`src/rtl/fsk_demod_frame.sv`:
```
// fsk_demod_frame: oversampling FSK demodulator. Rising edges are counted per bit
// window, each window is decided against THRESH, and CODE_W bits form an MSB-first codeword.
module fsk_demod_frame #(
    parameter int CODE_W   = 14,
    parameter int BIT_CLKS = 32,
    parameter int THRESH   = 4,
    parameter int CNT_W    = 4
) (
    input  logic              clk,
    input  logic              reset,
    input  logic              enable,
    input  logic              fsk_in,
    output logic              bit_data,
    output logic              bit_valid,
    output logic [CODE_W-1:0] code,
    output logic              code_valid,
    output logic              carrier_lost,
    output logic              busy
);
    localparam int WCNT_W = $clog2(BIT_CLKS);
    localparam int BIDX_W = $clog2(CODE_W);
    localparam logic [CNT_W-1:0]  EDGE_MAX = '1;
    localparam logic [CNT_W-1:0]  ECNT_ONE = CNT_W'(1);
    localparam logic [CNT_W-1:0]  THRESH_V = CNT_W'(THRESH);
    localparam logic [WCNT_W-1:0] WIN_LAST = WCNT_W'(BIT_CLKS - 1);
    localparam logic [BIDX_W-1:0] BIT_LAST = BIDX_W'(CODE_W - 1);

    typedef enum logic [1:0] {IDLE, HUNT, RECV} state_t;

    state_t              state;
    logic                s1, s2, s3;
    logic                rise;
    logic [WCNT_W-1:0]   wcnt;
    logic [CNT_W-1:0]    ecnt;
    logic [CNT_W-1:0]    ecnt_next;
    logic [BIDX_W-1:0]   bidx;
    logic [CODE_W-2:0]   shreg;
    logic [CODE_W-1:0]   shift_next;
    logic                bit_dec;

    always_ff @(posedge clk or posedge reset) begin
        if (reset) begin
            s1 <= 1'b0;
            s2 <= 1'b0;
            s3 <= 1'b0;
        end else begin
            s1 <= fsk_in;
            s2 <= s1;
            s3 <= s2;
        end
    end

    assign rise       = s2 & ~s3;
    // Saturating count that already includes an edge in the current cycle, so a
    // closing-cycle edge lands in the window being closed.
    assign ecnt_next  = (rise && (ecnt != EDGE_MAX)) ? ecnt + 1'b1 : ecnt;
    assign bit_dec    = (ecnt_next >= THRESH_V);
    assign shift_next = {shreg, bit_dec};

    always_ff @(posedge clk or posedge reset) begin
        if (reset) begin
            state        <= IDLE;
            wcnt         <= '0;
            ecnt         <= '0;
            bidx         <= '0;
            shreg        <= '0;
            code         <= '0;
            code_valid   <= 1'b0;
            bit_data     <= 1'b0;
            bit_valid    <= 1'b0;
            carrier_lost <= 1'b0;
            busy         <= 1'b0;
        end else begin
            bit_valid    <= 1'b0;
            code_valid   <= 1'b0;
            carrier_lost <= 1'b0;
            case (state)
                IDLE: begin
                    if (enable) begin
                        state <= HUNT;
                        busy  <= 1'b1;
                    end
                end
                HUNT: begin
                    if (!enable) begin
                        state <= IDLE;
                        busy  <= 1'b0;
                    end else if (rise) begin
                        state <= RECV;
                        wcnt  <= '0;
                        ecnt  <= ECNT_ONE;
                        bidx  <= '0;
                    end
                end
                RECV: begin
                    if (!enable) begin
                        state <= IDLE;
                        busy  <= 1'b0;
                    end else if (wcnt == WIN_LAST) begin
                        wcnt <= '0;
                        ecnt <= '0;
                        if (ecnt_next == '0) begin
                            carrier_lost <= 1'b1;
                            state        <= HUNT;
                        end else begin
                            bit_data  <= bit_dec;
                            bit_valid <= 1'b1;
                            shreg     <= shift_next[CODE_W-2:0];
                            // Last bit of the frame: publish and roll straight into the next frame.
                            if (bidx == BIT_LAST) begin
                                code       <= shift_next;
                                code_valid <= 1'b1;
                                bidx       <= '0;
                            end else begin
                                bidx <= bidx + 1'b1;
                            end
                        end
                    end else begin
                        wcnt <= wcnt + 1'b1;
                        ecnt <= ecnt_next;
                    end
                end
                default: begin
                    state <= IDLE;
                    busy  <= 1'b0;
                end
            endcase
        end
    end

endmodule

```
`config.mk`:
```
export PLATFORM = sky130hd
export DESIGN_NAME = fsk_demod_frame
export DESIGN_NICKNAME = d
export VERILOG_FILES = /design/src/rtl/fsk_demod_frame.sv
export SDC_FILE = /design/constraint.sdc
export NUM_CORES = 1
export LEC_CHECK = 0
export CAP_MARGIN = 25
export CORE_MARGIN = 1
export CORE_UTILIZATION = 39
export DETAILED_ROUTE_END_ITERATION = 7
export DONT_BUFFER_PORTS = 1
export PLACE_DENSITY = 0.63
export SETUP_SLACK_MARGIN = 0.3
export SYNTH_ARGS = -nofsm -noshare
export SYNTH_HDL_FRONTEND = slang
export SYNTH_SLANG_ARGS = --single-unit
```
`constraint.sdc`:
```
create_clock -name clk -period 2.08 [get_ports clk]
set_input_delay 0.416 -clock clk [delete_from_list [all_inputs] [get_ports clk]]
set_output_delay 0.416 -clock clk [all_outputs]
set_load 0.03 [all_outputs]
```
* Word-level counts from Yosys, hierarchy flattened
Cells that the tools add are included.
Storage, ports and cells: register bits 50, input port bits 4, output and inout bits 19
Cells by class: add/subtract/negate cells 3, magnitude comparators 1, equality and inequality tests 15, multiplexer cells 41, bitwise gates (word level) 3, reduce and logical (&&, ||, !) cells 11
Operators by type and width (number):
- $mux W4 | 11
- $mux W5 | 4
- $pmux W4 S2 | 2
- $mux W1 | 15
- $ne A2 B2 Y1 const B | 7
- $mux W2 | 6
- $reduce_and A4 Y1 | 3
- $pmux W5 S2 | 1
- $ne A3 B3 Y1 const B | 3
- $add A4 B1 Y4 const B | 2
- $pmux W2 S3 | 1
- $reduce_and A6 Y1 | 1
- $add A5 B1 Y5 const B | 1
- $eq A5 B5 Y1 const B | 1
- $reduce_and A5 Y1 | 1
- $eq A4 B4 Y1 const B | 1
- $ge A4 B3 Y1 const B | 1
- $logic_not A4 Y1 | 1
- $ne A4 B4 Y1 const B | 1
- $eq A2 B1 Y1 const B | 1
- $eq A2 B2 Y1 const B | 1
- $logic_not A2 Y1 | 1
- $not A1 Y1 | 2
- $pmux W1 S2 | 1
- other kinds (5) | 5

* Longest topological paths before layout
Gate-level depths: netlist of the first run.
depth after elaboration 9, gate-level depth with buffers 8

* Worst setup path after synthesis of the first run
Ideal clock, no wire load.
kind flip-flop to flip-flop, start register ecnt[0], end register code[10], library setup time 0.125 ns, arrival 1.929 ns, data required time 1.955 ns, setup slack 0.026 ns, stages on the path, launching flop included 8, period minus slack after synthesis 2.054 ns, cells stage by stage dfrtp_1 ha_1 nand3b_1 a211o_1 nand2_2 a211oi_4 buf_8 mux2_4
On the way: cells in the longest elaborated chain, start to end 6, elaborated cells between the ends (all ways) 7, those cells by class add/sub: 1; eq/ne: 1; mux: 1; bitwise: 1; reduce/logical: 3
RTL lines:
- start, declared | line 34 | logic [CNT_W-1:0] ecnt;
- start signal, assigned | line 120 | ecnt <= ecnt_next;
- branches (longest 2 deep; another with $add A4 B1 Y4)
- $mux W4 * | line 56 | assign ecnt_next = (rise && (ecnt != EDGE_MAX)) ? ecnt + 1'b1 : ecnt;
- $logic_not A4 Y1 * | line 102 | if (ecnt_next == '0) begin
- $not A1 Y1 (no source line) *
- $reduce_and A5 Y1 (no source line) *
- end signal, assigned | line 111 | code <= shift_next;
- end, declared | line 15 | output logic [CODE_W-1:0] code,
Mark *: on every way between the ends. A chain may end at the register's enable or synchronous reset.

* Final worst setup path of the first run
start register wcnt[1], end register code[9]
On the way: cells in the longest elaborated chain, start to end 2
RTL lines:
- start, declared | line 33 | logic [WCNT_W-1:0] wcnt;
- start signal, assigned | line 119 | wcnt <= wcnt + 1'b1;
- $eq A5 B5 Y1 | line 99 | end else if (wcnt == WIN_LAST) begin
- $reduce_and A5 Y1 (no source line)
Every way passes these cells.

==> results.toml, run 1 <==
[synthesis]
synth_top_family_by_area = "multiplexers"
synth-adder-area-share_pct = 4.747
mappedNetlistArea_sq_um = 2372
netlist_instances = 186
synth_xor_xnor_area_share_pct = 0
synth_compound_gate_area_share_pct = 14.82
postSynthAreaPerCell_sq_um = 12.75
yosys_most_used_dff = "sky130_fd_sc_hd__dfrtp_1"
sequential_fraction_of_the_synthesis_area_pct = 51.69
count_of_yosys_warnings_during_synthesis = 0
synthMuxAreaShare_pct = 15.14
netlist-cell-type-count = 46
ys_seq_elements = 49
synth_enable_flop_cells = 0
synthesized_nets = 199
synth-async-reset-ratio_pct = 100.0
synth_simple_gate_area_share_pct = 10.23

[clocking]
cts_max_path_buffers = 2
tritoncts = "done"
cts_num_sinks = 49
cts-hold-fix-buffers = 0
clock_latency_ns = 0.30
h-tree-depth = 2
cts-root-buf = "sky130_fd_sc_hd__clkbuf_8"
total_cts_buffers = 5
clkSlewWorstSetupHoldPaths_ns = 0.09

[route]
remaining_routing_drc_violations = 0
viasPerCell = 5.175
drt_iter0_markers = 54
post_drt_wl_per_cell_um = 15.57
drt.antenna.violating_nets = 0
drt-total-wl_um = 4624
firstDrtPassIters = 4
detailroute.via_count = 1537

[cells_and_area]
areaGrowthSynthToFinish_pct = 24.68
insertedDiodeCount = 0
drive_gt1_share_pct = 41.89
finalInstanceArea_sq_um = 2958
nNetsFinal = 234

[flow_run]
drv.max_cap_violation_count = 0

[timing]
timing.clock.skew_ns = 0.008899
finalSetupTns_ns = 0
finalSetupViolCount = 0
finalMaxSlewViolations = 0
grt_setup_unrepaired = "true"
report.final.hold_viol_count = 0
max_slew_margin_pct = 57.20
share_of_the_cycle_needed_by_the_critical_path_after_routing_pct = 94.50
worst_slew_pin_slew_ns = 0.6411
max_clock_freq_mhz = 508.8
hold_slack_ns = 0.07627
layout_min_cycle_time_ns = 1.966

[worst_setup_path]
path_delay_family = "adder cells"
arrival_ns = 2.15
timing_endpoint_of_the_critical_path = "code[9]$_DFFE_PP0P_"
setup.worst_path.start_class = "register"
cp_num_buf_inv = 2
critPathSlowestCell = "sky130_fd_sc_hd__dfrtp_1"
max_stage_delay_ns = 0.36
critical_path_depth = 8
crit-reg2reg-capture = "code[9]$_DFFE_PP0P_"
crit_start = "wcnt[1]$_DFFE_PP0P_"
worstPathMaxFanout = 7
ff2ff_setup_slack_ns = 0.11
regToRegStartpoint = "wcnt[1]$_DFFE_PP0P_"
required_ns = 2.27
cp-end-kind = "register"
rr_worst_depth = 8
worst-setup-path-type = "register to register"
worstPathCellList = "ha_2 -> and3_4 -> ha_4 -> nand3_4 -> a211oi_4 -> buf_4 -> buf_12 -> mux2_4"

[power]
vdd.ir_drop.worst_uv = 657.9
power_leakage_nw = 1.319
power_mw = 2.407
power-per-cell-area_nw_per_um2 = 813.7

[floorplan]
io-pin-count = 23
placementRows = 28
floorplan.die.width_um = 79.99
floorplan.core_area_sq_um = 5886
design.die.area_sq_um = 6398
initial_utilization_pct = 40.31
dieHeight_um = 79.99

[grt]
grt-busiest-layer = "met2"
first_pass_grt_wire_length_um = 7493
overflow = 0
grtUsageMet3_pct = 4.229
grt_antenna_before_repair = 0
use_met1_pct = 17.47
first_global_vias = 1609
global_route.usage.met2_pct = 27.09
track_usage_pct = 15.08
grt_start_max_net_pins = 32

[placement]
gp_routability_congestion = 0.8021
place_hpwl_um = 2892
dpl-instance-area_sq_um = 2532
port-buffer-count = 0

[run_status]
outcome = "finished, final reports clean"

[min_path]
hold_path_class = "input pin to async pin"
-- what timing repair did --
item,in CTS,in global routing
pin swaps,10,6
gates resized for setup,22,6
gates cloned,1,0
buffers inserted,17,6
endpoints found under the setup margin,32,37
-- worst min path at each step --
stage,from,end,depth (start not counted)
finish,reset,ecnt[2]$_DFFE_PP0P_,1
global placement,s1$_DFF_PP0_,s2$_DFF_PP0_,0
CTS,reset,ecnt[2]$_DFFE_PP0P_,1
detailed placement,s1$_DFF_PP0_,s2$_DFF_PP0_,0
global route,reset,code[9]$_DFFE_PP0P_,1
floorplan,s1$_DFF_PP0_,s2$_DFF_PP0_,0
-- kinds of logic (layout without fill, tap and decap cells) --
family / Yosys count / in the layout
buf+inv: 16 / 52
fa+ha+maj: 9 / 9
compound gates: 43 / 43
simple gates: 43 / 43
mux: 26 / 26
flops: 49 / 49
-- layout make-up --
class	instances	area [sq um]
tap	75	93.84
fill	517	2928
clock inverter	2	15.01
clock buffer	6	72.57
sequential	49	1227
multi-input combinational	121	1212
timing repair buffer	32	287.8
inverter	12	48.80
-- report_power, final --
group          leakage (nW)  internal (mW)  total, mW  switching, mW
Clock                0.0374          0.237      0.557          0.320
Combinational         0.614          0.366      0.732          0.366
Sequential            0.668           1.03       1.12         0.0890
Total                  1.32           1.63       2.41          0.774
-- through the flow --
stage / instances / utilization, % / setup slack, ns
2_1_floorplan: 186 / - / 0.06993
3_3_place_gp: 265 / 43.03 / 0.1288
3_5_place_dp: 265 / 43.03 / 0.08398
4_1_cts: 291 / 48.77 / 0.1512
5_1_grt: 297 / 50.26 / 0.03557
6_report: 297 / 50.26 / 0.1145
-- worst register-to-register path, stage by stage (launching register included) --
cell	delay, ns
sky130_fd_sc_hd__dfrtp_1	0.36
sky130_fd_sc_hd__ha_2	0.20
sky130_fd_sc_hd__and3_4	0.20
sky130_fd_sc_hd__ha_4	0.17
sky130_fd_sc_hd__nand3_4	0.09
sky130_fd_sc_hd__a211oi_4	0.24
sky130_fd_sc_hd__buf_4	0.16
sky130_fd_sc_hd__buf_12	0.13
sky130_fd_sc_hd__mux2_4	0.30
-- registers in the layout, summed over array words and instances (netlist names) --
signal and count:
code 14, shreg 13, wcnt 5, bidx 4, ecnt 4, state 2, bit_valid 1, busy 1
carrier_lost 1, code_valid 1, s1 1, s2 1, s3 1
-- Yosys cell counts (2+ instances only) --
master / number / share of area [%]
sky130_fd_sc_hd__nand2_1: 11 / 1.7
sky130_fd_sc_hd__inv_1: 12 / 1.9
sky130_fd_sc_hd__and3_1: 4 / 1.1
sky130_fd_sc_hd__mux2_2: 7 / 3.3
sky130_fd_sc_hd__nand3_1: 5 / 1.1
sky130_fd_sc_hd__o31ai_1: 4 / 1.3
sky130_fd_sc_hd__nand3b_1: 3 / 0.95
sky130_fd_sc_hd__a211o_1: 2 / 0.74
sky130_fd_sc_hd__and2_1: 2 / 0.53
sky130_fd_sc_hd__a22o_1: 2 / 0.74
sky130_fd_sc_hd__a2bb2o_1: 2 / 0.84
sky130_fd_sc_hd__nor3_1: 2 / 0.42
sky130_fd_sc_hd__ha_1: 9 / 4.7
sky130_fd_sc_hd__a32o_1: 2 / 0.84
sky130_fd_sc_hd__nand2b_1: 4 / 1.1
sky130_fd_sc_hd__mux2_4: 18 / 11
sky130_fd_sc_hd__nor2_1: 5 / 0.79
sky130_fd_sc_hd__o211ai_1: 2 / 0.63
sky130_fd_sc_hd__o21ai_0: 10 / 2.1
sky130_fd_sc_hd__a21oi_1: 5 / 1.1
sky130_fd_sc_hd__a21oi_2: 2 / 0.74
sky130_fd_sc_hd__dfrtp_1: 49 / 52
-- layout by cell type (no fill, tap or decap), drive strengths merged, types with 2 or more instances in the layout --
master and instances:
clkinvlp 3, and3 4, ha 9, buf 32, nand3b 3, clkbuf 6
a211o 3, inv 11, a32o 2, and2 2, mux2 25, o211ai 2
o21ai 10, o31ai 4, nand2 13, dfrtp 49, a21oi 7, nor2 5
a2bb2o 2, a22o 2, nand2b 4, nor3 2, nand3 6
-- per-layer routing --
metal	vias to the layer above	wire, um
li1	743	-
met1	763	2048
met2	24	2383
met3	7	134
met4	0	57
met5	-	0
Note: power is estimated with default switching activity, not from simulation.
==> run 2, diff against run 1 <==
--- a/config.mk
+++ b/config.mk
@@ -6,11 +6,12 @@
 export NUM_CORES = 1
 export LEC_CHECK = 0
 export CAP_MARGIN = 25
-export CORE_MARGIN = 1
+export CORE_MARGIN = 5
 export CORE_UTILIZATION = 39
+export CTS_BUF_LIST = sky130_fd_sc_hd__clkbuf_16
 export DETAILED_ROUTE_END_ITERATION = 7
 export DONT_BUFFER_PORTS = 1
-export PLACE_DENSITY = 0.63
+export PLACE_DENSITY = 0.61
 export SETUP_SLACK_MARGIN = 0.3
 export SYNTH_ARGS = -nofsm -noshare
 export SYNTH_HDL_FRONTEND = slang
==> constraint.sdc (replaced) <==
create_clock -name clk -period 2.4 [get_ports clk]
set_input_delay 0.48 -clock clk [delete_from_list [all_inputs] [get_ports clk]]
set_output_delay 0.48 -clock clk [all_outputs]
set_load 0.03 [all_outputs]
==> results.toml, run 2 (synthesis gave the netlist of run 1 again) <==
[run_status]
outcome = "finished, final reports clean"

[min_path]
hold_path_class = "input pin to register"

[clocking]
tritoncts = "done"
cts-root-buf = "sky130_fd_sc_hd__clkbuf_16"
h-tree-depth = 2
total_cts_buffers = 5
clkSlewWorstSetupHoldPaths_ns = 0.07
clock_latency_ns = 0.29
cts_num_sinks = 49
cts-hold-fix-buffers = 0
cts_max_path_buffers = 2

[placement]
place_hpwl_um = 2907
placedCellCount = 262
preCtsSetupSlack_ns = 0.2736
gp_routability_congestion = 0.7459
port-buffer-count = 0

[worst_setup_path]
worst-setup-path-type = "register to register"
arrival_ns = 2.19
worstPathMaxFanout = 7
cp-end-kind = "register"
required_ns = 2.57
setup.worst_path.start_class = "register"

[floorplan]
initial_utilization_pct = 40.07
floorplan.core_area_sq_um = 5921
io-pin-count = 23
design.die.area_sq_um = 7742
floorplan.die.width_um = 87.99
placementRows = 28
dieHeight_um = 87.99

[power]
power_leakage_nw = 1.233
net_switching_power_figure_uw = 637.3
vdd.ir_drop.worst_uv = 418.1
power-per-cell-area_nw_per_um2 = 772.9
share_clk_of_total_power_pct = 32.5
power.internal_mw = 1.490
combPwrFrac_pct = 21.7
pwr-share-seq_pct = 45.8
swShare_pct = 29.95
power_mw = 2.128

[cells_and_area]
final_common_cell = "sky130_fd_sc_hd__dfrtp_1"
regMostFlops = "code"
areaGrowthSynthToFinish_pct = 16.03
finalNonFillerCells = 277
nNetsFinal = 214
layout_top_registers = "code x14, shreg x13, wcnt x5"
drive_gt1_share_pct = 31.68
insertedDiodeCount = 0
largest_reg_flops = 14
final_cell_mix = "47 x sky130_fd_sc_hd__dfrtp_1, 18 x sky130_fd_sc_hd__mux2_4, 11 x sky130_fd_sc_hd__inv_1"
fill_cells = 533

[grt]
track_usage_pct = 11.34
first_pass_grt_wire_length_um = 6920
first_global_vias = 1464
overflow = 0
grt_antenna_before_repair = 0
grt_start_max_net_pins = 50

[timing]
layout_min_cycle_time_ns = 2.014
layout_setup_ws_ns = 0.3858
finalSetupTns_ns = 0
max_clock_freq_mhz = 496.5
worst_slew_pin_slew_ns = 0.6124
share_of_the_cycle_needed_by_the_critical_path_after_routing_pct = 83.93
grt_setup_unrepaired = "true"
max_slew_margin_pct = 59.18
timing.clock.skew_ns = 0.003768
finalSetupViolCount = 0
report.final.hold_viol_count = 0
finalMaxSlewViolations = 0
hold_slack_ns = 0.2184

[route]
post_drt_wl_per_cell_um = 15.17
route.top_layer_used = "met4"
viasPerCell = 5.264
met2_wirelength_um = 1971
drt-total-wl_um = 4202
drt.antenna.violating_nets = 0
firstDrtPassIters = 4
route.layer.met1.wl_um = 1935
remaining_routing_drc_violations = 0
met3_routed_wirelength_um = 255
detailroute.via_count = 1458
drt_iter0_markers = 62

[flow_run]
drv.max_cap_violation_count = 0
==> run 2: layer usage <==
metal	vias up	GRT usage [%]
met5	-	0
met2	33	18.29
li1	702	-
met1	716	14.82
met4	0	2.929
met3	7	3.575
==> run 2: final timing paths <==
kind	depth (start not counted)	from	end	slack, ns
min in group asynchronous	2	reset	code[9]$_DFFE_PP0P_	0.24
max in group asynchronous	2	reset	ecnt[0]$_DFFE_PP0P_	1.72
worst max-delay path	7	ecnt[1]$_DFFE_PP0P_	code[7]$_DFFE_PP0P_	0.39
worst min-delay path	0	fsk_in	s1$_DFF_PP0_	0.22
worst max register to register	7	ecnt[1]$_DFFE_PP0P_	code[7]$_DFFE_PP0P_	0.39
worst min register to register	0	s1$_DFF_PP0_	s2$_DFF_PP0_	0.35
==> run 2: per-stage QoR <==
stage	area [sq um]	utilization, %
2_1_floorplan	2372	-
3_3_place_gp	2494	42.12
3_5_place_dp	2494	42.12
4_1_cts	2646	44.70
5_1_grt	2753	46.49
6_report	2753	46.49
==> run 2: power groups by stage <==
| stage | registers, mW | clock network (mW) | logic [mW] |
|---|---|---|---|
| finish | 0.974 | 0.692 | 0.462 |
| global route | 0.984 | 0.757 | 0.530 |
| CTS | 0.981 | 0.712 | 0.423 |
| detailed placement | 0.996 | 0 | 0.421 |
| global placement | 0.995 | 0 | 0.410 |
| floorplan | 0.981 | 0 | 0.334 |
==> run 2: area by class of cell <==
cell class                      count  area, sq um  area share, %
Clock inverter                      3        21.27         0.7727
Tap cell                           75        93.84          3.409
Inverter                           12        45.04          1.636
Clock buffer                        5        125.1          4.545
Timing Repair Buffer               12        132.6          4.818
Multi-Input combinational cell    121         1106          40.18
Sequential cell                    49         1229          44.64
==> run 2: what timing repair did <==
action / CTS / global route
setup buffers: 0 / 6
pin swaps: 1 / 5
endpoints found under the setup margin: 4 / 30
gates resized for setup: 2 / 7
cloned: 0 / 1
==> run 2: worst max-delay path, cell delays in order (launching register included) <==
cell and delay [ns]:
sky130_fd_sc_hd__dfrtp_2 0.43, sky130_fd_sc_hd__ha_4 0.17, sky130_fd_sc_hd__nand3b_1 0.14, sky130_fd_sc_hd__a211o_1 0.15
sky130_fd_sc_hd__nand2_2 0.11, sky130_fd_sc_hd__a211oi_4 0.37, sky130_fd_sc_hd__clkbuf_16 0.23, sky130_fd_sc_hd__mux2_4 0.30
